File: config.mk
export PLATFORM = sky130hd
export DESIGN_NAME = mem_arbiter
export DESIGN_NICKNAME = d
export VERILOG_FILES = /design/src/rtl/mem_arbiter.sv
export SDC_FILE = /design/constraint.sdc
export NUM_CORES = 1
export LEC_CHECK = 0
export CAP_MARGIN = 40
export CORE_MARGIN = 5
export CORE_UTILIZATION = 36
export DETAILED_ROUTE_END_ITERATION = 10
export GPL_TIMING_DRIVEN = 0
export PLACE_DENSITY_LB_ADDON = 0.05
export SYNTH_ARGS = -nofsm -noshare
export SYNTH_HDL_FRONTEND = slang
export SYNTH_SLANG_ARGS = --single-unit
File: constraint.sdc
create_clock -name clk -period 1.8 [get_ports clk]
set_input_delay 0.36 -clock clk [delete_from_list [all_inputs] [get_ports clk]]
set_output_delay 0.36 -clock clk [all_outputs]
set_load 0.02 [all_outputs]
File: src/rtl/mem_arbiter.sv
// Shared single-port memory arbiter between instruction fetch and load/store.
// One transaction outstanding, round-robin tie-break, wait-cycle timeout with drop-on-flush for fetches.
module mem_arbiter (
    input  logic        clk,
    input  logic        rst,
    input  logic        if_ce_i,
    input  logic [31:0] if_addr_i,
    output logic [31:0] if_inst_o,
    output logic        if_valid_o,
    input  logic        flush_i,
    input  logic        d_ce_i,
    input  logic        d_we_i,
    input  logic [31:0] d_addr_i,
    input  logic [31:0] d_wdata_i,
    output logic [31:0] d_rdata_o,
    output logic        d_done_o,
    output logic        stallreq_o,
    output logic        err_o,
    output logic        mem_ce_o,
    output logic        mem_we_o,
    output logic [31:0] mem_addr_o,
    output logic [31:0] mem_wdata_o,
    input  logic [31:0] mem_rdata_i,
    input  logic        mem_ack_i
);

    typedef enum logic [1:0] {IDLE, IF_WAIT, D_WAIT} state_t;
    typedef enum logic {PRI_DATA, PRI_FETCH} pri_t;

    state_t      state_q;
    pri_t        ptr_q;
    logic [7:0]  cnt_q;
    logic [7:0]  cnt_d;
    logic        drop_q;
    logic        timeout;
    logic        d_req;
    logic        f_req;
    logic        grant_d;

    logic [31:0] if_inst_q;
    logic        if_valid_q;
    logic [31:0] d_rdata_q;
    logic        d_done_q;
    logic        err_q;
    logic        mem_ce_q;
    logic        mem_we_q;
    logic [31:0] mem_addr_q;
    logic [31:0] mem_wdata_q;

    // A requester still holding ce during its own completion pulse is not a new request.
    assign d_req   = d_ce_i & ~d_done_q;
    assign f_req   = if_ce_i & ~if_valid_q;
    assign grant_d = d_req & (~f_req | (ptr_q == PRI_DATA));
    assign cnt_d   = cnt_q + 8'd1;
    assign timeout = (cnt_d == 8'hFF);

    assign stallreq_o = (d_ce_i & ~d_done_q) | (if_ce_i & ~if_valid_q & ~flush_i);

    always_ff @(posedge clk) begin
        if (rst) begin
            state_q     <= IDLE;
            ptr_q       <= PRI_DATA;
            cnt_q       <= '0;
            drop_q      <= 1'b0;
            if_inst_q   <= '0;
            if_valid_q  <= 1'b0;
            d_rdata_q   <= '0;
            d_done_q    <= 1'b0;
            err_q       <= 1'b0;
            mem_ce_q    <= 1'b0;
            mem_we_q    <= 1'b0;
            mem_addr_q  <= '0;
            mem_wdata_q <= '0;
        end else begin
            if_valid_q <= 1'b0;
            if_inst_q  <= '0;
            d_done_q   <= 1'b0;
            d_rdata_q  <= '0;
            err_q      <= 1'b0;
            unique case (state_q)
                IDLE: begin
                    if (grant_d) begin
                        mem_ce_q    <= 1'b1;
                        mem_we_q    <= d_we_i;
                        mem_addr_q  <= d_addr_i;
                        mem_wdata_q <= d_wdata_i;
                        cnt_q       <= '0;
                        state_q     <= D_WAIT;
                    end else if (f_req) begin
                        mem_ce_q    <= 1'b1;
                        mem_we_q    <= 1'b0;
                        mem_addr_q  <= if_addr_i;
                        mem_wdata_q <= '0;
                        cnt_q       <= '0;
                        drop_q      <= 1'b0;
                        state_q     <= IF_WAIT;
                    end
                end
                IF_WAIT: begin
                    if (mem_ack_i || timeout) begin
                        mem_ce_q <= 1'b0;
                        mem_we_q <= 1'b0;
                        state_q  <= IDLE;
                        ptr_q    <= PRI_DATA;
                        drop_q   <= 1'b0;
                        err_q    <= ~mem_ack_i;
                        // The memory access always runs to completion; a flush only hides its result.
                        if (!(drop_q || flush_i)) begin
                            if_valid_q <= 1'b1;
                            if_inst_q  <= mem_ack_i ? mem_rdata_i : '0;
                        end
                    end else begin
                        cnt_q <= cnt_d;
                        if (flush_i) drop_q <= 1'b1;
                    end
                end
                D_WAIT: begin
                    if (mem_ack_i || timeout) begin
                        mem_ce_q  <= 1'b0;
                        mem_we_q  <= 1'b0;
                        state_q   <= IDLE;
                        ptr_q     <= PRI_FETCH;
                        err_q     <= ~mem_ack_i;
                        d_done_q  <= 1'b1;
                        d_rdata_q <= (mem_ack_i && !mem_we_q) ? mem_rdata_i : '0;
                    end else begin
                        cnt_q <= cnt_d;
                    end
                end
                default: state_q <= IDLE;
            endcase
        end
    end

    assign if_inst_o   = if_inst_q;
    assign if_valid_o  = if_valid_q;
    assign d_rdata_o   = d_rdata_q;
    assign d_done_o    = d_done_q;
    assign err_o       = err_q;
    assign mem_ce_o    = mem_ce_q;
    assign mem_we_o    = mem_we_q;
    assign mem_addr_o  = mem_addr_q;
    assign mem_wdata_o = mem_wdata_q;

endmodule

==> results of run 1 <==
registers in the layout, summed over array words and instances (netlist names):
name / cells
cnt_q: 8
ptr_q: 1
if_valid_o: 1
mem_addr_o: 32
if_inst_o: 32
d_done_o: 1
drop_q: 1
err_o: 1
mem_ce_o: 1
state_q: 2
d_rdata_o: 32
mem_we_o: 1
mem_wdata_o: 32
layer usage:
layer | vias up | global-route usage, %
li1 | 2489 | -
met1 | 2341 | 22.3
met2 | 243 | 33.2
met3 | 23 | 8.39
met4 | 0 | 7.85
met5 | - | 0
where the power goes:
group          switching [mW]  internal (mW)  leakage, nW
clock                    1.38           2.28        0.302
combinational            1.14           1.04         2.25
sequential              0.128           3.45         1.19
total                    2.65           6.77         3.74
cells by family (layout without fill, tap and decap cells):
family	Yosys count	after routing	share of synthesized area (%)
compound gates	122	122	17.0
simple gates	178	179	17.4
buf+inv	48	364	4.04
xor+xnor	3	3	0.487
mux	33	33	6.15
fa+ha+maj	5	5	1.16
flops	145	145	53.8
per-stage QoR:
step / worst slack, ns / setup TNS [ns] / utilization [%] / cell area, µm²
after floorplan: 0.0494 / 0 / - / 5400
after CTS: -0.0126 / -0.0255 / 62.3 / 9130
after detailed placement: -0.561 / -64.50 / 56.7 / 8310
after global routing: -0.0834 / -0.782 / 64.3 / 9420
after global placement: -0.573 / -60.10 / 56.7 / 8310
final: -0.00654 / -0.00654 / 64.3 / 9420
worst max-delay path: cells and delay by family (launching register included):
family                   cells  cell delay [ns]
AO/OA/AOI/OAI                5             0.79
adder cells (fa/ha/maj)      1             0.18
flip-flops                   1             0.35
buffers and inverters        2             0.33
cell usage after synthesis (all sizes together), types with 6 or more instances:
cell    count  area [µm²]
dfxtp     145        2900
nor2       74         285
and2       65         407
a211oi     35         275
a22oi      33         248
mux2i      32         320
clkbuf     20        75.1
buf        18         105
o21ai      15        82.6
a21oi      11        73.8
inv        10        37.5
nand2       8        30.0
nand3       6        35.0
cell usage in the layout (no fill, tap or decap), drive strengths merged, types with 2 or more instances in the layout:
master,count
inv,13
nand3,6
or3,3
clkdlybuf4s50,256
clkinvlp,3
a21oi,11
a21o,2
mux2i,32
o2111ai,4
nand2b,2
ha,5
o31ai,3
and4,2
a31oi,5
a21boi,2
and2,65
o22ai,2
dlymetal6s2s,8
a311oi,2
nor2,75
xor2,2
clkbuf,42
o21ai,15
dfxtp,145
a311o,2
nor3,5
buf,32
dlygate4sd2,3
bufinv,3
clkinv,4
a211oi,35
nand4,3
nand2,8
a22oi,33
nor2b,4
path summary, 6_finish.rpt:
path / slack, ns / endpoint / depth (start not counted) / start
worst max register to register: -0.007 / ptr_q / 8 / cnt_q[0]
worst max-delay path: -0.007 / ptr_q / 8 / cnt_q[0]
worst min register to register: 0.50 / state_q[1] / 2 / state_q[1]
worst min-delay path: 0.50 / state_q[1] / 2 / state_q[1]
layout make-up:
type,count,area (µm²)
Fill cell,1198,5220
Sequential cell,145,2910
Timing Repair Buffer,286,2850
Multi-Input combinational cell,342,2530
Clock buffer,19,453
Tap cell,184,230
Buffer,36,229
Clock inverter,13,174
Inverter,10,41.3
repair_timing:
item / CTS / global route
setup buffers: 9 / 9
endpoints found under the hold margin: 0 / 0
cloned: 0 / 1
resized for setup: 44 / 75
pin swaps: 11 / 14
setup endpoints to repair: 140 / 116
==> impl_metrics.tcl, run 1 <==
set metrics [dict create \
    outcome "complete, but fails checks" \
    failed_checks "setup timing" \
    cts.sinks 145 \
    rsz0062_at_grt "true" \
    yosys_most_used_dff "sky130_fd_sc_hd__dfxtp_1" \
    num_io_pins 269 \
    clock_insertion_delay_worst_skew_ns 0.42 \
    synth-warning-count 0 \
    critical-path-max-stage-delay_ns 0.35 \
    post_cts_hold_fix_bufs 0 \
    critical_path_required_ns 2.07 \
    port_buffers 268 \
    cts.clk_slew.worst_paths_ns 0.06 \
    start_util_pct 36.8 \
    synth-seq-cells 145 \
    final.period_utilization_pct 100 \
    timing.final.crit_period_ns 1.81 \
    max-clock-path-buffers 2 \
    mappedNetlistArea_mm2 0.00540 \
    antenna_cells 0 \
    grt_pass1_wl_um 27600 \
    total_power_mw 9.41 \
    m1WireLength_um 7150 \
    area_growth_syn_to_layout_pct 74.6 \
    power.density_cell_area_mw_per_mm2 999 \
    max_clock_freq_mhz 554 \
    worst_setup_path_start_kind "register" \
    post_synth.cell_area_avg_um2 10.1 \
    route.met3.wl_um 1660 \
    finalHoldViolations 0 \
    leakagePower_nw 3.74 \
    min_path_type "register to register" \
    drt_first_iter_violations 192 \
    fin_ws_ns -0.00654 \
    track_usage_pct 19.8 \
    worstPathCellList "ha_4 -> a21o_1 -> a21oi_4 -> a211oi_4 -> buf_4 -> buf_4 -> o31ai_1 -> a21oi_2" \
    arrival_time_reported_for_the_critical_path_endpoint_ns 2.08 \
    grt_start_max_net_pins 17 \
    place.detailed.instances 986 \
    grt_pass1_vias 5294 \
    drc 0 \
    die_y_um 132 \
    dp_hpwl_um 13500 \
    path_class "register to register" \
    antenna_violating_nets_left 0 \
    met2_length_um 8750 \
    globalRouteOverflowTotal 0 \
    dr.max_layer_used "met4" \
    clk_root_buffer_cell "sky130_fd_sc_hd__clkbuf_16" \
    totalWireLength_um 17900 \
    drv.max_cap_violation_count 0 \
    routabilityCongestion 0.837 \
    cpMaxStageDelayCell "sky130_fd_sc_hd__dfxtp_4" \
    final.hold.worst_slack_ns 0.495 \
    skew_ns 0.00579 \
    synthArstFlopShare_pct 0 \
    post_synth_inst_count 534 \
    detailed_routing_iterations_pass_1 5 \
    cts_max_level 4 \
    antenna_violations_before_repair 0 \
    floorplan.die.width_um 132 \
    wire_per_inst_um 17.3 \
    relSlewSlack_pct 56.8 \
    nets 978 \
    floorplan.die_area_mm2 0.0175 \
    vdd.ir_drop.worst_uv 790 \
    timing_worst_slew_pin_value_ns 0.648 \
    vias 5096 \
    final_max_slew_viol_count 0 \
    setup_violations 1 \
    synth-edff-count 0 \
    design.core.area_mm2 0.0146 \
    cts_inserted_buffers 17 \
    vias_per_cell 4.92 \
    synth_cell_type_count 55 \
    clock_tree_from_tritoncts "built" \
    ys_seq_area_share_pct 53.8 \
    post_route_cells_drive_above_1_share_pct 16.6 \
    final_cells 1035 \
    critical_path.most_common_cell "sky130_fd_sc_hd__buf_4" \
    count_of_standard_cell_rows 44 \
    synth.net_count 674 \
    setup.worst_path.end_class "register" \
    crit_fanout 5 \
]
No activity file was read; power rests on OpenSTA's default activity.
==> inputs of run 2 (changes only) <==
Settings changed: REMOVE_ABC_BUFFERS set to 1.
==> run 2 against run 1 <==
The run now ends clean. Clock skew about the same. Worst setup slack better by 0.035 ns. Utilization down 0.15 points. Global-route usage up 0.40 points. Via count down 0.26%. Critical endpoint is now cnt_q[0].
==> impl_metrics.tcl, run 2 (synthesis results as in run 1) <==
set metrics [dict create \
    outcome "finished, final reports clean" \
    leakagePower_nw 3.85 \
    track_usage_pct 20.2 \
    critical_path.most_common_cell "sky130_fd_sc_hd__nand4_1" \
    worst_path_dominant_cell_family "compound AO/OA/AOI/OAI gates" \
    port_buffers 268 \
    floorplan.die.width_um 132 \
    drt_first_iter_violations 278 \
    skew_ns 0.00567 \
    final_cells 1014 \
    critical_path_required_ns 2.13 \
    rsz0062_at_grt "true" \
    timing_worst_slew_pin_value_ns 0.489 \
    vdd.ir_drop.worst_uv 637 \
    globalRouteOverflowTotal 0 \
    grt_pass1_wl_um 28000 \
    worstPathCellList "ha_4 -> xor2_2 -> nand4_1 -> o21ai_4 -> buf_4 -> nand4_1 -> a31oi_1" \
    count_of_standard_cell_rows 44 \
    num_io_pins 269 \
    finalHoldViolations 0 \
    place.detailed.instances 955 \
    grt_pass1_vias 5118 \
    post_route_cells_drive_above_1_share_pct 13.3 \
    critical_path_buf_inv_count 1 \
    cts.clk_slew.worst_paths_ns 0.06 \
    start_util_pct 36.8 \
    antenna_violations_before_repair 0 \
    dp_hpwl_um 13000 \
    setup.worst_path.end_class "register" \
    multiInputGateArea_mm2 0.00247 \
    commonest_cells_after_routing_fill_and_taps_aside "248 x sky130_fd_sc_hd__clkdlybuf4s50_1, 140 x sky130_fd_sc_hd__dfxtp_1, 71 x sky130_fd_sc_hd__nor2_1" \
    cts_max_level 4 \
    routabilityCongestion 0.783 \
    floorplan.die_area_mm2 0.0175 \
    max-clock-path-buffers 2 \
    min_path_type "input pin to register" \
    sequential_cell_area_mm2 0.00291 \
    relSlewSlack_pct 67.4 \
    cts.sinks 145 \
    totalWireLength_um 18100 \
    post-route-util_pct 64.2 \
    clock_insertion_delay_worst_skew_ns 0.42 \
    final.period_utilization_pct 98.4 \
    cpMaxStageDelayCell "sky130_fd_sc_hd__dfxtp_4" \
    max_clock_freq_mhz 564 \
    final_max_slew_viol_count 0 \
    path_class "register to register" \
    power.density_cell_area_mw_per_mm2 1010 \
    crit_fanout 7 \
    antenna_violating_nets_left 0 \
    nets 957 \
    setup_violations 0 \
    cts_inserted_buffers 17 \
    clock_tree_from_tritoncts "built" \
    die_y_um 132 \
    drv.max_cap_violation_count 0 \
    vias_per_cell 5.01 \
    arrival_time_reported_for_the_critical_path_endpoint_ns 2.11 \
    worst_setup_path_start_kind "register" \
    fill_cells 1170 \
    drc 0 \
    design.core.area_mm2 0.0146 \
    post_cts_hold_fix_bufs 0 \
    vias 5083 \
    clk_root_buffer_cell "sky130_fd_sc_hd__clkbuf_16" \
    grt_start_max_net_pins 45 \
    critical-path-max-stage-delay_ns 0.37 \
    wire_per_inst_um 17.8 \
    layout.cells.most_common "sky130_fd_sc_hd__clkdlybuf4s50_1" \
    timing.final.crit_period_ns 1.77 \
    area_growth_syn_to_layout_pct 74.2 \
    detailed_routing_iterations_pass_1 4 \
    antenna_cells 0 \
]
-- run 2: path summary, 6_finish.rpt --
path	from	endpoint	slack, ns	cells past startpoint
worst max-delay path	cnt_q[1]	cnt_q[0]	0.03	7
worst min-delay path	rst	cnt_q[7]	0.38	2
worst max register to register	cnt_q[1]	cnt_q[0]	0.03	7
worst min register to register	mem_addr_o[9]	mem_addr_o[9]	0.49	2
-- run 2: cell type report --
cell class,count,share of cell area (%)
Timing Repair Buffer,300,33.1
Tap cell,184,2.45
Clock inverter,12,1.78
Sequential cell,145,31.0
Multi-Input combinational cell,343,26.3
Clock buffer,20,4.86
Inverter,10,0.492
-- run 2: through the flow --
| stage | TNS [ns] | hold slack, ns | setup slack [ns] | power, mW | area (µm²) |
|---|---|---|---|---|---|
| after detailed placement | -83.52 | 0.482 | -0.815 | 5.63 | 8300 |
| after global placement | -358.04 | 0.467 | -3.61 | 5.52 | 8130 |
| after CTS | -0.417 | 0.361 | -0.0807 | 9.50 | 9110 |
| final | 0 | 0.376 | 0.0280 | 9.47 | 9400 |
| after global routing | -0.149 | 0.396 | -0.0498 | 9.87 | 9400 |
| after floorplan | -53.68 | 0.422 | -0.802 | 4.54 | 5220 |
-- run 2: timing repair --
item,CTS,global route
pin swaps,7,8
gates resized for setup,23,46
buffers inserted,10,14
setup endpoints to repair,148,118
cloned,2,1
-- run 2: metal layers --
metal | up-vias | track usage (%) | part of all wire (%)
li1 | 2462 | - | -
met1 | 2381 | 21.8 | 38
met2 | 208 | 34.5 | 50
met3 | 32 | 9.34 | 10
met4 | 0 | 7.97 | 2.4
met5 | - | 0 | 0
-- run 2: power breakdown --
group	total (mW)	internal, mW	switching [mW]
combinational	2.18	1.08	1.11
sequential	3.57	3.45	0.124
clock	3.72	2.29	1.43
==> inputs of run 3 (changes only) <==
Settings changed: PLACE_DENSITY set to 0.79, PLACE_DENSITY_LB_ADDON 0.05 to not set.
==> run 3 against run 2 <==
Non-clock buffer count grew 7. Sequential power is essentially flat. Count of clock-buffer cells in the layout shrank 2. Clock power grew 4%. Critical path depth shrank 6. Highest routed layer unchanged. Via count grew 0.26%. Critical path type is now register to output pin. Cell count grew 0.59%. First-iteration DRC count shrank 20%. Register-to-register slack is essentially flat. Utilization is essentially flat. Die area is the same. Largest power group unchanged. Worst setup slack lost 0.013 ns.
==> impl_metrics.tcl, run 3 (synthesis results as in run 1) <==
set metrics [dict create \
    finalSetupTns_ns 0 \
    pwr-share-comb_pct 22.4 \
    finalHoldViolations 0 \
    cts_max_level 4 \
    layout.cells.most_common "sky130_fd_sc_hd__clkdlybuf4s50_1" \
    clk_root_buffer_cell "sky130_fd_sc_hd__clkbuf_16" \
    vias_per_cell 5.00 \
    wire_per_inst_um 17.5 \
    arrival_time_reported_for_the_critical_path_endpoint_ns 1.43 \
    globalRouteOverflowTotal 0 \
    floorplan.die_area_mm2 0.0175 \
    grt_start_max_net_pins 71 \
    routabilityCongestion 0.871 \
    totalWireLength_um 17900 \
    cts.sinks 145 \
    skew_ns 0.00740 \
    crit_fanout 3 \
    floorplan.die.width_um 132 \
    critical_path_required_ns 1.44 \
    cpMaxStageDelayCell "sky130_fd_sc_hd__clkdlybuf4s50_1" \
    area_growth_syn_to_layout_pct 74.3 \
    place.detailed.instances 956 \
    antenna_violating_nets_left 0 \
    post_route_cells_drive_above_1_share_pct 14.0 \
    internal_power_mw 6.93 \
    setup_violations 0 \
    setup.worst_path.end_class "output pin" \
    rsz0062_at_grt "true" \
    start_util_pct 36.8 \
    power.switching_mw 2.66 \
    drv.max_cap_violation_count 0 \
    r2r_slack_ns 0.03 \
    vias 5096 \
    count_of_standard_cell_rows 44 \
    leakagePower_nw 3.69 \
    final.period_utilization_pct 99.2 \
    max-clock-path-buffers 2 \
    cts_inserted_buffers 17 \
    outcome "finished, final reports clean" \
    vdd.ir_drop.worst_uv 999 \
    critical-path-max-stage-delay_ns 0.64 \
    timing_worst_slew_pin_value_ns 0.462 \
    drc 0 \
    design.core.area_mm2 0.0146 \
    relSlewSlack_pct 69.1 \
    antenna_violations_before_repair 0 \
    dp_hpwl_um 12400 \
    critical_path_buf_inv_count 1 \
    final_max_slew_viol_count 0 \
    num_io_pins 269 \
    port_buffers 268 \
    power.share.clock_pct 40.4 \
    netSwitchingFraction_pct 27.8 \
    detailed_routing_iterations_pass_1 4 \
    track_usage_pct 19.2 \
    cts.clk_slew.worst_paths_ns 0.06 \
    max_clock_freq_mhz 560 \
    final.hold.worst_slack_ns 0.265 \
    grt_pass1_wl_um 26800 \
    final_cells 1020 \
    power.density_cell_area_mw_per_mm2 1020 \
    min_path_type "input pin to register" \
    fill_cells 1171 \
    path_class "register to output pin" \
    drt_first_iter_violations 222 \
    clock_insertion_delay_worst_skew_ns 0.42 \
    timing.final.crit_period_ns 1.79 \
    worst_path_dominant_cell_family "buffers and inverters" \
    post_cts_hold_fix_bufs 0 \
    grt_pass1_vias 5017 \
    worst_setup_path_start_kind "register" \
    antenna_cells 0 \
    die_y_um 132 \
    commonest_cells_after_routing_fill_and_taps_aside "261 x sky130_fd_sc_hd__clkdlybuf4s50_1, 140 x sky130_fd_sc_hd__dfxtp_1, 71 x sky130_fd_sc_hd__nor2_1" \
    seq_pwr_share_pct 37.1 \
    worstPathCellList "clkdlybuf4s50_1" \
    clock_tree_from_tritoncts "built" \
    nets 963 \
]
-- run 3: cell types whose count changed in the layout (fill, tap and decap cells not counted), sizes merged, moves of 2 or more --
cell,before,now
buf,34,40
dlymetal6s2s,16,4
clkdlybuf4s50,248,261
inv,15,17
clkinv,3,1
-- run 3: routing by layer --
metal | global-route usage, % | wire [µm] | vias up
li1 | - | - | 2464
met1 | 20.3 | 6430 | 2399
met2 | 34.2 | 9470 | 202
met3 | 7.74 | 1540 | 31
met4 | 7.56 | 429 | 0
met5 | 0 | 0 | -
-- run 3: final cells by class --
| cell class | count | area, µm² | area share, % |
|---|---|---|---|
| clock buffer | 18 | 439 | 4.67 |
| clock inverter | 14 | 214 | 2.28 |
| inverter | 10 | 43.8 | 0.466 |
| multi-input combinational | 342 | 2450 | 26.0 |
| sequential | 145 | 2910 | 31.0 |
| tap | 184 | 230 | 2.45 |
| timing repair buffer | 307 | 3120 | 33.1 |
-- run 3: power groups by stage --
stage	clock [mW]	combinational (mW)	sequential [mW]
after floorplan	0	0.641	3.90
after global placement	0	1.89	3.62
after detailed placement	0	1.98	3.63
after CTS	3.96	2.07	3.56
after global routing	4.12	2.30	3.59
final	3.88	2.15	3.56
-- run 3: worst paths after layout --
check	from	to	cells past startpoint
setup / recovery	if_valid_o	if_valid_o	1
hold reg to reg	mem_addr_o[12]	mem_addr_o[12]	2
setup reg to reg	cnt_q[2]	ptr_q	5
hold / removal	rst	mem_addr_o[28]	2
-- run 3: metrics by stage --
stage | instance area (µm²) | total power [mW] | utilization, % | setup slack [ns]
final | 9400 | 9.59 | 64.2 | 0.0148
after global routing | 9400 | 10.0 | 64.2 | -0.0732
after CTS | 9130 | 9.60 | 62.4 | 0.00421
after detailed placement | 8310 | 5.61 | 56.8 | -0.766
after global placement | 8130 | 5.51 | 55.5 | -3.86
after floorplan | 5220 | 4.54 | - | -0.802
-- run 3: repair_timing --
action | 4_1_cts | 5_1_grt
setup endpoints to repair | 98 | 104
buffers inserted | 10 | 20
hold endpoints to repair | 0 | 0
gates resized for setup | 25 | 28
pin swaps | 7 | 9
gates cloned | 1 | 1
